<file path="src/rtl/mem_access_stage_pkg.sv">
// Shared RV32I types for the memory-access stage: load/store funct3 encodings and stage FSM states.
package rv32i_types;

  typedef enum logic [2:0] {
    lb  = 3'b000,
    lh  = 3'b001,
    lw  = 3'b010,
    lbu = 3'b100,
    lhu = 3'b101
  } load_funct3_t;

  typedef enum logic [2:0] {
    sb = 3'b000,
    sh = 3'b001,
    sw = 3'b010
  } store_funct3_t;

  typedef enum logic [1:0] {
    IDLE,
    WAIT,
    DONE
  } mem_stage_state_t;

endpackage

</file>
<file path="src/rtl/mem_access_stage_align.sv">
// Combinational store lane alignment (mask + replicated data) and load byte/half extraction with extension.
module mem_align
  import rv32i_types::*;
(
  input  logic [2:0]  funct3,
  input  logic [1:0]  offset,
  input  logic        is_load,
  input  logic [31:0] store_data,
  input  logic [31:0] rdata,
  output logic [3:0]  wmask,
  output logic [31:0] wdata,
  output logic [31:0] load_data
);

  logic [7:0]  byte_sel;
  logic [15:0] half_sel;

  // Half selection uses offset[1] only, so a stray bit 0 never shifts lanes.
  assign byte_sel = rdata[{offset, 3'b000} +: 8];
  assign half_sel = rdata[{offset[1], 4'b0000} +: 16];

  always_comb begin
    wmask = 4'b1111;
    wdata = store_data;
    if (!is_load) begin
      case (store_funct3_t'(funct3))
        sb: begin
          wmask = 4'b0001 << offset;
          wdata = {4{store_data[7:0]}};
        end
        sh: begin
          wmask = 4'b0011 << {offset[1], 1'b0};
          wdata = {2{store_data[15:0]}};
        end
        default: ;
      endcase
    end
  end

  always_comb begin
    load_data = rdata;
    case (load_funct3_t'(funct3))
      lb:      load_data = {{24{byte_sel[7]}}, byte_sel};
      lbu:     load_data = {24'b0, byte_sel};
      lh:      load_data = {{16{half_sel[15]}}, half_sel};
      lhu:     load_data = {16'b0, half_sel};
      default: load_data = rdata;
    endcase
  end

endmodule

</file>
<file path="src/rtl/mem_access_stage.sv">
// RV32I memory-access stage: issues/holds the D-memory request until dmem_resp, registers load data into MDR, drives stall/advance.
// Optional MEM_ACCESS_MISALIGN_CHECK_EN blocks misaligned half/word accesses and flags them on misaligned_o.
module mem_access_stage
  import rv32i_types::*;
(
  input  logic        clk,
  input  logic        rst,
  input  logic        valid_i,
  input  logic        mem_read_i,
  input  logic        mem_write_i,
  input  logic [2:0]  funct3_i,
  input  logic [31:0] addr_i,
  input  logic [31:0] store_data_i,
  input  logic        hold_i,
  output logic        dmem_read,
  output logic        dmem_write,
  output logic [31:0] dmem_address,
  output logic [3:0]  dmem_wmask,
  output logic [31:0] dmem_wdata,
  input  logic        dmem_resp,
  input  logic [31:0] dmem_rdata,
  output logic [31:0] mdr_o,
  output logic        stall_o,
  output logic        advance_o
`ifdef MEM_ACCESS_MISALIGN_CHECK_EN
  ,
  output logic        misaligned_o
`endif
);

  mem_stage_state_t state, state_next;
  logic        access;
  logic        is_load;
  logic        is_store;
  logic        misal;
  logic        go;
  logic        req;
  logic [31:0] load_data;
  logic [31:0] mdr_q;

  assign access   = valid_i && (mem_read_i || mem_write_i);
  // Both flags set resolves to a load.
  assign is_load  = mem_read_i;
  assign is_store = mem_write_i && !mem_read_i;

`ifdef MEM_ACCESS_MISALIGN_CHECK_EN
  assign misal = access &&
                 (((funct3_i[1:0] == 2'b01) && addr_i[0]) ||
                  ((funct3_i[1:0] == 2'b10) && (addr_i[1:0] != 2'b00)));
  assign misaligned_o = (state == IDLE) && misal;
`else
  assign misal = 1'b0;
`endif

  assign go = access && !misal;

  always_comb begin
    state_next = state;
    req        = 1'b0;
    stall_o    = 1'b0;
    case (state)
      IDLE: begin
        if (go) begin
          req        = 1'b1;
          stall_o    = 1'b1;
          state_next = dmem_resp ? DONE : WAIT;
        end
      end
      WAIT: begin
        req     = 1'b1;
        stall_o = 1'b1;
        if (dmem_resp) state_next = DONE;
      end
      DONE: begin
        if (!hold_i) state_next = IDLE;
      end
      default: state_next = IDLE;
    endcase
  end

  always_ff @(posedge clk) begin
    if (rst) begin
      state <= IDLE;
      mdr_q <= 32'b0;
    end else begin
      state <= state_next;
      if (req && dmem_resp && is_load) mdr_q <= load_data;
    end
  end

  mem_align u_align (
    .funct3     (funct3_i),
    .offset     (addr_i[1:0]),
    .is_load    (is_load),
    .store_data (store_data_i),
    .rdata      (dmem_rdata),
    .wmask      (dmem_wmask),
    .wdata      (dmem_wdata),
    .load_data  (load_data)
  );

  assign dmem_read    = req && is_load;
  assign dmem_write   = req && is_store;
  assign dmem_address = {addr_i[31:2], 2'b00};
  assign mdr_o        = mdr_q;
  assign advance_o    = !stall_o && !hold_i;

endmodule

</file>
<file path="config.mk">
export PLATFORM = sky130hd
export DESIGN_NAME = mem_access_stage
export DESIGN_NICKNAME = d
export VERILOG_FILES = /design/src/rtl/mem_access_stage_pkg.sv /design/src/rtl/mem_access_stage_align.sv /design/src/rtl/mem_access_stage.sv
export SDC_FILE = /design/constraint.sdc
export NUM_CORES = 1
export LEC_CHECK = 0
export BUFFER_PORTS_ARGS = -buffer_cell sky130_fd_sc_hd__buf_2
export CAP_MARGIN = 20
export CORE_ASPECT_RATIO = 0.7
export CORE_MARGIN = 10
export CORE_UTILIZATION = 38
export DETAILED_ROUTE_END_ITERATION = 10
export PLACE_DENSITY = 0.75
export SYNTH_ARGS = -nofsm -noshare
export SYNTH_HDL_FRONTEND = slang
export SYNTH_HIERARCHICAL = 1
export SYNTH_SLANG_ARGS = --single-unit
export TNS_END_PERCENT = 50
</file>
<file path="constraint.sdc">
create_clock -name clk -period 2.2 [get_ports clk]
set_input_delay 0.22 -clock clk [delete_from_list [all_inputs] [get_ports clk]]
set_output_delay 0.22 -clock clk [all_outputs]
set_load 0.005 [all_outputs]
</file>
==> flow_summary_export.csv <==
group,metric,value,unit
layout,final_cells,587,
global_routing,grt_pass1_wl,15400,µm
detailed_routing,postRouteAntennaNets,0,
die,rows,26,
pwr,finalPower,1.63,mW
global_routing,grt_max_degree,67,
global_routing,grt_pass1_vias,2825,
setup_path,reg2regPathDepth,4,
setup_path,worstPathMaxFanout,8,
setup_path,end_kind,"output port",
clocking,cts_root_buffer,"clkbuf_8",
clocking,clkTransAtPathRegs,0.07,ns
pwr,ir_worst_vdd,227,µV
die,die_width,126,µm
setup_path,cp.depth,5,
timing,skew,0.00394,ns
clocking,clk_latency,0.30,ns
clocking,post_cts_buffers,0,
detailed_routing,vias_per_cell,4.93,
run_status,status,"finished clean",
pwr,p_sw,511,µW
setup_path,endpoint,"dmem_wdata[13]",
pwr,seqPwrFrac,39.9,%
layout,seqCellArea,681,µm²
yosys,async_flop_share,0,%
layout,fillers,791,
clocking,postCtsHoldBufs,0,
timing,period_needed,1.70,ns
yosys,synth_cell_types,40,
die,die_h,94.0,µm
setup_path,ff2ff_setup_slack,0.80,ns
placement,routabilityCongestion,0.846,
layout,utilization,47.2,%
detailed_routing,first_pass_iters,4,
setup_path,critPathTopFamily,"simple AND/OR/NAND/NOR gates",
setup_path,crit_type,"input port to output port",
flow_run,maxCapViolCount,0,
global_routing,antenna_found_initial,1,
pwr,p_leak,1.80,nW
detailed_routing,drc,0,
yosys,avgSynthCellArea,7.56,µm²
layout,area_growth,18.4,%
layout,multiInputGateArea,1820,µm²
timing,worst_pin_slew,0.789,ns
placement,dp.cells,579,
yosys,post_synth_instance_area,2970,µm²
yosys,ys_warn_count,6,
pwr,internal_power,1.12,mW
layout,drive_gt1_share,34.2,%
setup_path,critPathSlowestCell,"or3_1",
pwr,clkPwrFrac,30.6,%
setup_path,worst_ep_required_time,1.98,ns
die,fp.coreArea,7450,µm²
yosys,synth_seq_cells,34,
detailed_routing,num_vias,2896,
setup_path,regToRegEndpoint,"mdr_o[20]",
worst_hold_path,hp-class,"input port to flip-flop",
setup_path,crit_chain,"buf_2, or3_1, nor2_4, mux2_2, buf_2",
yosys,synth-edff-count,0,
timing,hold_slack,0.116,ns
layout,diodes,0,
timing,timing.fmax,588,MHz
placement,place_hpwl,7920,µm
global_routing,grt_overflow_total,0,
clocking,h-tree-depth,2,
die,pin_count,210,
setup_path,max_stage_delay,0.41,ns
timing,rsz0062_at_grt,"false",
die,initial_core_util,39.9,%
global_routing,grt_usage,16.0,%
timing,timing.setup.tns,0,ns
layout,nNetsFinal,594,
pwr,swShare,31.3,%
clocking,cts_sinks,34,
detailed_routing,dr.first_iter.drc_count,183,
yosys,synth.yosys.seq_area_share,22.9,%
timing,slew_headroom,47.4,%
setup_path,path_buf_inv,2,
setup_path,cp-start-kind,"input port",
detailed_routing,wire_per_inst,17.0,µm
timing,min_period_over_period,77.4,%
die,die-area,11800,µm²
pwr,pwr-share-comb,29.5,%
setup_path,crit_arrival,1.48,ns
timing,finalMaxSlewViolations,0,
clocking,cts_buffers,5,
clocking,clockBufferDepth,2,
yosys,synthCells,393,
clocking,cts_tree,"built",
pwr,p_per_area,464,nW/µm²
setup_path,startpoint,"funct3_i[2]",
setup_path,crit_top_cell,"buf_2",
setup_path,rr_startpoint,"state[0]",
timing,hold_viol,0,
clocking,cts-resized-gates,0,
yosys,ys.flop_type,"dfxtp_1",
detailed_routing,routed_wirelength,9980,µm
timing,setup_viol,0,
placement,port-buffer-count,147,
-- layout make-up --
| cell class | count | area share [%] |
|---|---|---|
| tap | 98 | 3.49 |
| clock inverter | 1 | 0.142 |
| sequential | 34 | 19.3 |
| clock buffer | 7 | 2.45 |
| inverter | 3 | 0.320 |
| multi-input combinational | 291 | 51.7 |
| timing repair buffer | 153 | 22.5 |
-- worst min-delay path by stage --
stage | startpoint | endpoint | slack [ns] | cells after the start
floorplan | dmem_resp | state[0] | 0.30 | 1
global placement | dmem_resp | state[0] | 0.43 | 2
detailed placement | dmem_resp | state[0] | 0.43 | 2
CTS | dmem_resp | state[0] | 0.11 | 2
global route | dmem_resp | state[0] | 0.11 | 2
finish | dmem_resp | state[0] | 0.12 | 2
-- logic make-up (layout without fill, tap and decap cells) --
family	count (synthesis)	in the layout	share of synthesized area [%]
AO/OA/AOI/OAI	57	57	13.2
AND/OR/NAND/NOR	189	189	32.5
buffers and inverters	69	164	16.3
flip-flops	34	34	22.9
multiplexers	43	43	14.9
other	1	2	0.126
-- stage by stage --
| stage | setup slack, ns | area, µm² |
|---|---|---|
| 2_1_floorplan | 0.585 | 2980 |
| 3_3_place_gp | 0.444 | 3430 |
| 3_5_place_dp | 0.413 | 3430 |
| 4_1_cts | 0.506 | 3520 |
| 5_1_grt | 0.463 | 3520 |
| 6_report | 0.498 | 3520 |
-- layer usage --
layer,GRT usage (%),wire length (µm)
met2,26.7,4760
met3,4.91,801
met1,19.6,4320
met4,4.02,100
met5,0,0
-- cell usage in the layout (no fill, tap or decap), types with 2 or more instances in the layout --
master,count
buf_4,5
a22oi_1,7
nand2_1,89
inv_1,3
a21o_1,8
conb_1,2
mux2i_1,41
o22ai_1,2
clkbuf_8,6
a21oi_1,9
dfxtp_1,34
nor3_1,2
buf_2,147
a221o_1,7
o21ai_0,16
o21a_1,2
nor2_1,11
nor3b_1,2
nor2b_1,11
nand2b_1,66
-- flip-flops by register name, indices dropped and copies added, names as in the netlist --
register,flops
state,2
mdr_o,32
-- power groups by stage --
stage | clock network [mW] | registers (mW) | logic [mW]
floorplan | 0 | 0.667 | 0.334
global placement | 0 | 0.664 | 0.476
detailed placement | 0 | 0.665 | 0.483
CTS | 0.511 | 0.651 | 0.485
global route | 0.536 | 0.654 | 0.535
finish | 0.500 | 0.651 | 0.482
-- cell usage after synthesis, drive strengths merged, types with 2 or more instances --
master  instances  area share (%)
a21oi           9             1.5
inv             3            0.38
o22ai           2            0.42
a221o           7             2.4
a22oi           7             1.8
nor2b          11             2.3
clkbuf         16             2.0
nor3            2            0.34
nand2          89              11
nand2b         66              14
o21ai          16             2.7
buf            50              14
nand3b          2            0.93
nor3b           2            0.51
mux2i          41              14
o21a            2            0.51
a21o            8             2.0
nor2           13             2.0
dfxtp          34              23
-- worst register-to-register path, stage by stage, from the launching register on --
cell and delay [ns]:
dfxtp_1 0.39, nor2_2 0.09, nor4bb_4 0.32, buf_12 0.29
mux2i_1 0.24
Power figures use the tool's default switching activity.
